### src/rtl/wrr_arb_pkg.sv
// Shared types and helpers for the weighted round-robin arbiter.
package wrr_arb_pkg;

    // Arbiter FSM: either nobody owns the port, or one requester does.
    typedef enum logic {
        IDLE  = 1'b0,
        GRANT = 1'b1
    } arb_state_e;

    // A zero quota still buys one beat, so an owner can always make progress.
    function automatic int unsigned clamp_weight(input int unsigned w);
        return (w == 0) ? 1 : w;
    endfunction

endpackage : wrr_arb_pkg

### src/rtl/rr_priority_pick.sv
// Rotating priority encoder: first set bit of req starting at ptr, wrapping.
module rr_priority_pick #(
    parameter int N   = 4,
    parameter int IDW = $clog2(N)
) (
    input  logic [N-1:0]   req,
    input  logic [IDW-1:0] ptr,
    output logic           found,
    output logic [IDW-1:0] idx
);

    logic [2*N-1:0] req2;
    logic [2*N-1:0] mask;
    logic [2*N-1:0] masked;

    // Double the request vector, mask off everything below ptr in the low copy,
    // then take the lowest set bit; the high copy supplies the wrapped part.
    always_comb begin
        // NOTE: every variable written here gets a default first, so no path leaves it unassigned and no latch is inferred.
        req2   = {req, req};
        mask   = ~(((2*N)'(1) << ptr) - (2*N)'(1));
        masked = req2 & mask;
        found  = 1'b0;
        idx    = '0;
        for (int i = 2*N-1; i >= 0; i--) begin
            if (masked[i]) begin
                found = 1'b1;
                idx   = IDW'(i % N);
            end
        end
    end

endmodule : rr_priority_pick

### src/rtl/wrr_arbiter.sv
// Weighted round-robin arbiter: N requesters, per-requester burst quotas,
// grant held until the quota is acked out or the owner drops its request.
module wrr_arbiter
    import wrr_arb_pkg::*;
#(
    parameter int N   = 4,
    parameter int WW  = 4,
    parameter int IDW = $clog2(N)
) (
    input  logic            clk,
    input  logic            rst_n,
    input  logic [N-1:0]    req,
    input  logic [N*WW-1:0] weight,
    input  logic            ack,
    output logic [N-1:0]    gnt,
    output logic            gnt_valid,
    output logic [IDW-1:0]  gnt_id,
    output logic [WW-1:0]   credit
);

    arb_state_e     state_q, state_d;
    logic [N-1:0]   gnt_q, gnt_d;
    logic [IDW-1:0] gnt_id_q, gnt_id_d;
    logic [WW-1:0]  credit_q, credit_d;
    logic [IDW-1:0] ptr_q, ptr_d;

    logic [IDW-1:0] next_ptr;
    logic [IDW-1:0] pick_ptr;
    logic           pick_found;
    logic [IDW-1:0] pick_idx;
    logic [WW-1:0]  pick_weight;
    logic           release_now;

    // Pointer the owner leaves behind on release: it drops to lowest priority.
    assign next_ptr = (gnt_id_q == IDW'(N-1)) ? '0 : gnt_id_q + IDW'(1);

    // While granted, the picker only matters on release, so it always looks
    // from next_ptr; while idle it looks from the stored pointer.
    assign pick_ptr = (state_q == GRANT) ? next_ptr : ptr_q;

    rr_priority_pick #(
        .N   (N),
        .IDW (IDW)
    ) u_pick (
        .req   (req),
        .ptr   (pick_ptr),
        .found (pick_found),
        .idx   (pick_idx)
    );

    assign pick_weight = weight[pick_idx*WW +: WW];

    // A dropped request and the final acked beat are the same single release.
    assign release_now = !req[gnt_id_q] || (ack && credit_q == WW'(1));

    // Next-state logic: idle arbitration, credit countdown, and release with
    // same-edge re-arbitration so back-to-back grants have no idle cycle.
    always_comb begin
        state_d  = state_q;
        gnt_d    = gnt_q;
        gnt_id_d = gnt_id_q;
        credit_d = credit_q;
        ptr_d    = ptr_q;
        unique case (state_q)
            IDLE: begin
                if (pick_found) begin
                    state_d  = GRANT;
                    gnt_d    = N'(1) << pick_idx;
                    gnt_id_d = pick_idx;
                    credit_d = WW'(clamp_weight(32'(pick_weight)));
                end
            end
            GRANT: begin
                if (release_now) begin
                    ptr_d = next_ptr;
                    if (pick_found) begin
                        gnt_d    = N'(1) << pick_idx;
                        gnt_id_d = pick_idx;
                        credit_d = WW'(clamp_weight(32'(pick_weight)));
                    end else begin
                        state_d  = IDLE;
                        gnt_d    = '0;
                        credit_d = '0;
                    end
                end else if (ack) begin
                    credit_d = credit_q - WW'(1);
                end
            end
            default: state_d = IDLE;
        endcase
    end

    // State and output registers; reset clears the grant asynchronously.
    always_ff @(posedge clk or negedge rst_n) begin
        // NOTE: non-blocking assignments here so every flop samples pre-edge values regardless of statement order.
        if (!rst_n) begin
            state_q  <= IDLE;
            gnt_q    <= '0;
            gnt_id_q <= '0;
            credit_q <= '0;
            ptr_q    <= '0;
        end else begin
            state_q  <= state_d;
            gnt_q    <= gnt_d;
            gnt_id_q <= gnt_id_d;
            credit_q <= credit_d;
            ptr_q    <= ptr_d;
        end
    end

    assign gnt       = gnt_q;
    assign gnt_valid = |gnt_q;
    assign gnt_id    = gnt_id_q;
    assign credit    = credit_q;

endmodule : wrr_arbiter
### config.mk
export PLATFORM = sky130hd
export DESIGN_NAME = wrr_arbiter
export DESIGN_NICKNAME = d
export VERILOG_FILES = /design/src/rtl/wrr_arb_pkg.sv /design/src/rtl/rr_priority_pick.sv /design/src/rtl/wrr_arbiter.sv
export SDC_FILE = /design/constraint.sdc
export NUM_CORES = 1
export LEC_CHECK = 0
export ABC_CLOCK_PERIOD_IN_PS = 4200
export CORE_MARGIN = 1.5
export CORE_UTILIZATION = 30
export DETAILED_ROUTE_END_ITERATION = 12
export GPL_TIMING_DRIVEN = 0
export SYNTH_ARGS = -nofsm -noshare
export SYNTH_HDL_FRONTEND = slang
export SYNTH_SLANG_ARGS = --single-unit
### constraint.sdc
create_clock -name clk -period 4.2 [get_ports clk]
set_clock_uncertainty 0.1 [all_clocks]
set_input_delay 0.84 -clock clk [delete_from_list [all_inputs] [get_ports clk]]
set_output_delay 0.84 -clock clk [all_outputs]
set_load 0.005 [all_outputs]
* Word level (Yosys, flattened, before mapping)
Index checks and enable logic that the tools add are counted.
** Operators by class
- $add $sub $neg :: 3
- Order comparisons :: 1
- Eq/ne operators :: 5
- Shifts and indexed selects :: 3
- Muxes and demuxes :: 36
- Bitwise operators :: 3
- Reductions and logical operators :: 8
** Operators by type and width (number)
- $mux 4 :: 8
- $mux 2 :: 12
- $pmux 4 s2 :: 2
- $shiftx 16x5->4 :: 1
- $mux 1 :: 11
- $and 8x8->8 :: 1
- $not 8->8 :: 1
- $shl 1x2->8 const A :: 1
- $sub 8x2->8 const B :: 1
- $reduce_and 2->1 :: 3
- $eq 4x1->1 const B :: 1
- $logic_not 4->1 :: 1
- $pmux 2 s2 :: 1
- $reduce_or 4->1 :: 1
- $shl 1x2->4 const A :: 1
- $sub 4x1->4 const B :: 1
- $lt 2x3->1 const B :: 1
- $ne 3x2->1 const B :: 1
- $add 2x1->2 const B :: 1
- $bmux 1 s2 :: 1
- $eq 2x2->1 const B :: 1
- $ne 2x1->1 const B :: 1
- $ne 2x2->1 const B :: 1
- $pmux 1 s2 :: 1
- 4 further kinds :: 4
** Word-level totals
- Flip-flop bits (word level) :: 13
- Input bits :: 23
- Output and inout port bits :: 11
- Logic and storage cells :: 64

* Logic depth before layout (Yosys ltp)
Gate-level depths: netlist of the first run.
- Depth after elaboration :: 21
- Depth in mapped cells :: 13
- Gate-level depth less buffers :: 12

* Modules after synthesis
A second synthesis of the first run with hierarchy kept.
** Second synthesis, totals
- Cells, all modules :: 94
- Area total of the unflattened synthesis :: 998.5 sq um
** Modules (own cells, without submodules)
- wrr_arbiter :: times used 1, cells each 74, area each 867.1 sq um, sequential area each 325.3 sq um
- rr_priority_pick :: times used 1, cells each 20, area each 131.4 sq um, sequential area each 0.0 sq um

* Worst setup path after synthesis of the first run
OpenSTA, ideal clock, no wires.
- Kind :: register to register
- Start point :: reg gnt_id_q[0] (netlist: gnt_id[0])
- End point :: reg credit_q[1] (netlist: credit[1])
- Setup time :: 139 ps
- Arrival time :: 2991 ps
- Data required time :: 3961 ps
- Path slack :: 970 ps
- Cell stages (with the launch flop) :: 14
- Buffers on the path :: 1
- Clock period less this slack :: 3230 ps
- Path through :: dfrtp_1 > ha_1 > nand2b_1 > o32ai_1 > inv_1 > ha_1 > or4b_1 > o221ai_1 > or2_1 > buf_6 > a21boi_2 > nor2_2 > o2111a_1 > a2bb2oi_1
** On the way
- Word-level cells in the longest chain between the ends :: 21
- Elaborated cells on any way between the ends :: 38
- Those cells by class :: 2 x add/sub; 3 x eq/ne; 2 x shift; 25 x mux; 2 x bitwise; 4 x reduce/logical
** Ends and longest elaborated chain
- start, declared :: line wrr_arbiter.sv:23 : logic [IDW-1:0] gnt_id_q, gnt_id_d;
- start signal, assigned :: line wrr_arbiter.sv:105 : gnt_id_q <= gnt_id_d;
- $add 2x1->2 or $eq 2x2->1 (tied branches) :: line wrr_arbiter.sv:35 : assign next_ptr = (gnt_id_q == IDW'(N-1)) ? '0 : gnt_id_q + IDW'(1);
- $mux 2 * :: line wrr_arbiter.sv:35
- via next_ptr[1] :: line wrr_arbiter.sv:27 : logic [IDW-1:0] next_ptr;
- $mux 2 * :: line wrr_arbiter.sv:39 : assign pick_ptr = (state_q == GRANT) ? next_ptr : ptr_q;
- $shl 1x2->8 * :: line rr_priority_pick.sv:21 : mask = ~(((2*N)'(1) << ptr) - (2*N)'(1));
- $sub 8x2->8 * :: line rr_priority_pick.sv:21
- $not 8->8 * :: line rr_priority_pick.sv:21
- $and 8x8->8 * :: line rr_priority_pick.sv:22 : masked = req2 & mask;
- $mux 2 (8 in series) :: line rr_priority_pick.sv:26 : if (masked[i]) begin
- $shiftx 16x5->4 :: line wrr_arbiter.sv:51 : assign pick_weight = weight[pick_idx*WW +: WW];
- $logic_not 4->1 :: line wrr_arb_pkg.sv:12 : return (w == 0) ? 1 : w;
- $mux 4 :: line wrr_arb_pkg.sv:12
- $mux 4 :: line wrr_arbiter.sv:76 : if (pick_found) begin
- $mux 4 :: line wrr_arbiter.sv:74 : if (release_now) begin
- $pmux 4 s2 :: line wrr_arbiter.sv:64 : unique case (state_q)
- end signal, assigned :: line wrr_arbiter.sv:106 : credit_q <= credit_d;
- end, declared :: line wrr_arbiter.sv:24 : logic [WW-1:0] credit_q, credit_d;
The timed path passes the listed nets; every way through them passes the cells marked *. The select of a mux whose other input is x is not followed.
A chain may end at the register's enable or synchronous reset.

* Worst setup path after layout of the first run
- Start point :: reg gnt_id_q[0] (netlist: gnt_id[0])
- End point :: reg credit_q[3] (netlist: credit[3])
The elaborated chain is that of the path after synthesis.

==> out/qor.yml, run 1 <==
placement:
  post-place-ws_ns: 0.616
  globalplace.congestion: 0.787
  port-buffer-count: 33
  hpwl_mm: 2.24
  postPlaceCellArea_mm2: 0.00143
sta:
  maxSlewViolCount: 0
  layout_setup_ws_ns: 0.609
  setup_violations: 0
  rsz0062_at_grt: "no"
  final.min_clock_period_ns: 3.59
  slew-limit-headroom_pct: 59.4
  final-hold-violation-count: 0
  final.period_utilization_pct: 85.5
  max_freq_mhz: 279
  final.setup.tns_ns: 0
  worst-slew-pin-transition_ns: 0.607
cells_and_area:
  drive_above_1_share_pct: 8.72
  area_growth_pct: 39.8
  nFillCells: 358
  finalInstanceArea_mm2: 0.00146
  nets: 177
  final_util_pct: 43.6
  diodes: 0
power:
  irDropWorstVdd_mv: 0.249
  finalPower_w: 0.00113
  power_leakage_nw: 0.597
  netSwitchingFraction_pct: 44.8
  p_per_area_mw_per_mm2: 779
  power_frac_comb_pct: 71.0
  seq_power_share_pct: 21.8
  p_sw_w: 0.000507
  internal_power_w: 0.000626
  clkPwrFrac_pct: 7.2
detailed_routing:
  wl_per_cell_um: 14.1
  viasPerCell: 5.46
  via_count: 1064
  drt-total-wl_mm: 2.75
  drt-initial-drc-count: 48
  antenna_left: 0
  drcViolationCount: 0
  drt_first_pass_iters: 4
yosys:
  synth_top_family_by_area: "compound AO/OA/AOI/OAI gates"
  synth-edff-count: 0
  synth-seq-area-share_pct: 31.3
  yosysWarningCount: 0
  ys_types: 50
  synth-compound-area-share_pct: 29.7
  synthesis.nets: 139
  synthXorXnorAreaFrac_pct: 0
  synthAdderAreaFrac_pct: 4.81
  synth_cells: 112
  yosys-top-cells-area: "dfrtp_1 (31%), ha_1 (4.8%), mux2i_1 (3.8%)"
  async_reset_ff_share_pct: 100
  synth_commonest_cells: "dfrtp_1 (13), nand2_1 (9), inv_1 (7)"
  syn_area_mm2: 0.00104
  ys.flop_type: "dfrtp_1"
  ys_ff_latch: 13
  synth-simple-area-share_pct: 21.3
  synth_area_per_cell_um2: 9.29
  synthMuxAreaShare_pct: 8.17
  netlist.area_leader.share_pct: 31.3
  yosysTopAreaCell: "dfrtp_1"
  synth_most_common_cell: "dfrtp_1"
grt:
  grtUsageTotal_pct: 15.6
  grt_pass1_vias: 1025
  grt_overflow: 0
  grt_max_degree: 14
  antenna_found_initial: 0
  grt_first_pass_wirelength_mm: 4.46
worst_setup_path:
  crit_chain: "ha_1, nand2b_1, o32ai_1, inv_1, ha_1, or4b_1, o221ai_1, or2_1, buf_6, a21boi_2, nor2_2, o22ai_1, o221ai_1"
  critPathSlowestCell: "or4b_1"
  setup.worst_path.class: "reg -> reg"
  required_ns: 4.24
  endpoint_kind: "register"
  cp_top_family: "compound AO/OA/AOI/OAI gates"
  cp_max_fo: 10
  worst_ep_arrival_time_ns: 3.63
  startpoint_type: "register"
  critPathMaxStageDelay_ns: 0.51
  crit_buf_inv: 2
floorplanning:
  fp.dieW_um: 61.9
  die_h_um: 61.9
  row_count: 21
  die_area_mm2: 0.00383
  initial_core_util_pct: 31.2
  core_mm2: 0.00334
  pin_count: 34
clock_tree:
  clk_latency_ns: 0.28
  cts_setup_buffers: 0
  clkSinkCount: 13
  cts_hold_buf: 0
  cts_buffers: 3
  cts_resized: 0
  cts-htree-levels: 1
  clk_pin_slew_ns: 0.09
  cts-root-buf: "clkbuf_4"
  clk_path_buf_depth: 2
  cts_tree: "built"
outcome:
  outcome: "complete, no violations"
job:
  cap_viol_max_count: 0
min_path:
  hold_path_class: "reg -> reg"
## routing by layer
layer / track usage (%) / vias up / wire (µm)
met2: 28.4 / 25 / 1420
li1: - / 515 / -
met3: 1.86 / 5 / 99
met4: 5.47 / 0 / 31
met1: 18.8 / 519 / 1200
met5: 0 / - / 0
## flip-flops by register name, summed over array words and instances, names as in the netlist
name     cells
ptr_q        2
gnt_id       2
state_q      1
credit       4
gnt          4
## cells in the final DEF, fill, tap and decap left out, types with 3 or more instances in the layout
master	count
a2bb2oi_1	3
clkbuf_1	3
clkbuf_4	3
clkdlybuf4s50_1	33
dfrtp_1	13
ha_1	4
inv_1	7
mux2i_1	4
nand2_1	9
nand2b_1	3
nand3_1	3
nor2_1	4
nor3_1	4
o21ai_0	4
o221ai_1	3
## power groups by stage
| stage | combinational [W] | sequential [W] | clock, W |
|---|---|---|---|
| 6_report | 0.000804 | 0.000247 | 0.0000813 |
| 5_1_grt | 0.000890 | 0.000256 | 0.0000881 |
| 4_1_cts | 0.000808 | 0.000247 | 0.0000815 |
| 3_5_place_dp | 0.000804 | 0.000249 | 0 |
| 3_3_place_gp | 0.000787 | 0.000244 | 0 |
| 2_1_floorplan | 0.000555 | 0.000238 | 0 |
## worst reg2reg max path: cells and delay by family (launching register included)
family | cells | cell delay (ns)
and+or+nand+nor | 4 | 0.93
AOI/OAI and AO/OA | 5 | 0.98
adders and majority gates | 2 | 0.74
buffers and inverters | 2 | 0.25
DFF | 1 | 0.47
## cell families after synthesis
family,Yosys count
muxes,7
buffers and inverters,11
adders and majority gates,4
and+or+nand+nor,38
AOI/OAI and AO/OA,39
DFF,13
## cell type report
class | count | area (µm²) | area share (%)
well taps | 46 | 57.6 | 3.96
clock buffers | 4 | 26.3 | 1.81
inverters | 7 | 26.3 | 1.81
plain buffers | 4 | 23.8 | 1.63
repair buffers | 33 | 330 | 22.7
flip-flops and latches | 13 | 325 | 22.4
multi-input cells | 88 | 666 | 45.7
## final timing paths
kind	from	end	slack (ns)	depth (start not counted)
setup / recovery	gnt_id[0]	credit[3]	0.61	13
hold / removal	gnt[0]	gnt[0]	0.43	2
setup reg to reg	gnt_id[0]	credit[3]	0.61	13
hold reg to reg	gnt[0]	gnt[0]	0.43	2
max in group asynchronous	rst_n	credit[2]	2.77	1
min in group asynchronous	rst_n	gnt_id[1]	0.83	1
## per-stage QoR
stage                     instances  hold slack (ns)
after global routing            195            0.458
final                           195            0.430
after global placement          191            0.403
after detailed placement        191            0.411
after floorplan                 112            0.390
after CTS                       195            0.438
No activity file was read; power rests on OpenSTA's default activity.
==> run 2: changes to the inputs <==
Settings changed: CORE_MARGIN 1.5 to 5.
==> out/qor.yml, run 2 (same netlist as run 1, synthesis figures left out) <==
floorplanning:
  fp.dieW_um: 68.9  # was 61.9 µm
  pin_count: 34  # unchanged
  initial_core_util_pct: 31.2  # unchanged
  row_count: 21  # unchanged
  die_h_um: 68.9  # was 61.9 µm
  core_mm2: 0.00334  # unchanged
  die_area_mm2: 0.00475  # was 0.00383 mm²
grt:
  grtUsageTotal_pct: 12.9  # was 15.6%
  grt_first_pass_wirelength_mm: 4.73  # was 4.46 mm
  grt_max_degree: 14  # unchanged
  antenna_found_initial: 0  # unchanged
  grt_overflow: 0  # unchanged
  grt_pass1_vias: 1101  # was 1025
sta:
  rsz0062_at_grt: "no"  # unchanged
  maxSlewViolCount: 0  # unchanged
  final-hold-violation-count: 0  # unchanged
  final.period_utilization_pct: 84.3  # was 85.5%
  worst-slew-pin-transition_ns: 0.642  # was 0.607 ns
  setup_violations: 0  # unchanged
  final.min_clock_period_ns: 3.54  # was 3.59 ns
  max_freq_mhz: 282  # was 279 MHz
  final.setup.tns_ns: 0  # unchanged
  slew-limit-headroom_pct: 57.1  # was 59.4%
cells_and_area:
  nFillCells: 353  # was 358
  final_cells: 195  # unchanged
  nets: 177  # unchanged
  final_common_cell: "clkdlybuf4s50_1"  # unchanged
  diodes: 0  # unchanged
  area_growth_pct: 39.8  # unchanged
  drive_above_1_share_pct: 8.72  # unchanged
  most-common-layout-cells: "clkdlybuf4s50_1 (33), dfrtp_1 (13), nand2_1 (9), inv_1 (7)"  # unchanged
worst_setup_path:
  cp_max_fo: 10  # unchanged
  crit_path_frequent_cell: "ha_1"
  crit_chain: "ha_1, nand2b_1, o32ai_1, inv_1, ha_1, or4b_1, o221ai_1, or2_1, buf_6, a21boi_2, nor2_2, o2111a_1, a2bb2oi_1"  # was ha_1, nand2b_1, o32ai_1, inv_1, ha_1, or4b_1, o221ai_1, or2_1, buf_6, a21boi_2, nor2_2, o22ai_1, o221ai_1
  critPathMaxStageDelay_ns: 0.51  # about the same
  critPathSlowestCell: "or4b_1"  # unchanged
  required_ns: 4.23  # was 4.24 ns
  startpoint_type: "register"  # unchanged
  setup.worst_path.class: "reg -> reg"  # unchanged
  worst_ep_arrival_time_ns: 3.57  # was 3.63 ns
  endpoint_kind: "register"  # unchanged
detailed_routing:
  viasPerCell: 5.36  # was 5.46
  drt_first_pass_iters: 4  # unchanged
  drcViolationCount: 0  # unchanged
  drt-initial-drc-count: 78  # was 48
  via_count: 1046  # was 1064
  wl_per_cell_um: 14.2  # was 14.1 µm
  drt-total-wl_mm: 2.76  # was 2.75 mm
  antenna_left: 0  # unchanged
placement:
  hpwl_mm: 2.29  # was 2.24 mm
  port-buffer-count: 33  # unchanged
  globalplace.congestion: 0.770  # was 0.787
  dp.cells: 191  # unchanged
clock_tree:
  clk_latency_ns: 0.27  # was 0.28 ns
  clkSinkCount: 13  # unchanged
  cts_buffers: 3  # unchanged
  clk_pin_slew_ns: 0.08  # was 0.09 ns
  cts-htree-levels: 1  # unchanged
  cts_hold_buf: 0  # unchanged
  cts_resized: 0  # unchanged
  clk_path_buf_depth: 2  # unchanged
  cts_tree: "built"  # unchanged
  cts-root-buf: "clkbuf_4"  # unchanged
  cts_setup_buffers: 0  # unchanged
job:
  cap_viol_max_count: 0  # unchanged
outcome:
  outcome: "complete, no violations"  # unchanged
power:
  irDropWorstVdd_mv: 0.258  # was 0.249 mV
  power_leakage_nw: 0.597  # unchanged
  p_per_area_mw_per_mm2: 771  # was 779 mW/mm²
min_path:
  hold_path_class: "reg -> reg"  # unchanged
-- run 2: cell counts in the layout (fill, tap and decap cells not counted) --
Identical to the previous run, type by type.
-- run 2: path summary, 6_finish.rpt --
path	startpoint	end	slack [ns]	cells past startpoint
setup / recovery	gnt_id[0]	credit[1]	0.66	13
min in group asynchronous	rst_n	gnt_id[1]	0.86	1
hold / removal	gnt[0]	gnt[0]	0.42	2
max in group asynchronous	rst_n	credit[1]	2.72	1
setup reg to reg	gnt_id[0]	credit[1]	0.66	13
hold reg to reg	gnt[0]	gnt[0]	0.42	2
-- run 2: layer usage --
layer  global-route usage [%]  wire, µm
met3                     2.11       126
met5                        0         0
met2                     22.4      1340
met4                     4.62        56
met1                     15.9      1240
-- run 2: area by class of cell --
cell class	count	area, µm²	area share (%)
Buffer	4	23.8	1.63
Tap cell	46	57.6	3.96
Clock buffer	4	26.3	1.81
Inverter	7	26.3	1.81
Sequential cell	13	325	22.4
Multi-Input combinational cell	88	666	45.7
Timing Repair Buffer	33	330	22.7
-- run 2: power breakdown --
group	internal, W	switching, W
registers	0.000185	0.0000589
logic	0.000403	0.000399
clock network	0.0000367	0.0000398
total	0.000625	0.000498
-- run 2: critical path: cells and delay by family, from the launching register on --
kind	cells	cell delay, ns
adder cells (fa/ha/maj)	2	0.74
buffers and inverters	2	0.24
AND/OR/NAND/NOR	4	0.91
flip-flops	1	0.47
AO/OA/AOI/OAI	5	0.95
-- run 2: per-stage QoR --
stage / hold slack (ns) / util [%] / setup WS (ns) / total power, W / cell area, µm²
after detailed placement: 0.413 / 42.8 / 0.651 / 0.00105 / 1430
after floorplan: 0.390 / - / 0.970 / 0.000793 / 1040
after global routing: 0.458 / 43.6 / 0.333 / 0.00124 / 1460
after global placement: 0.403 / 42.8 / 0.714 / 0.00103 / 1430
after CTS: 0.433 / 43.6 / 0.633 / 0.00113 / 1460
final: 0.423 / 43.6 / 0.660 / 0.00112 / 1460
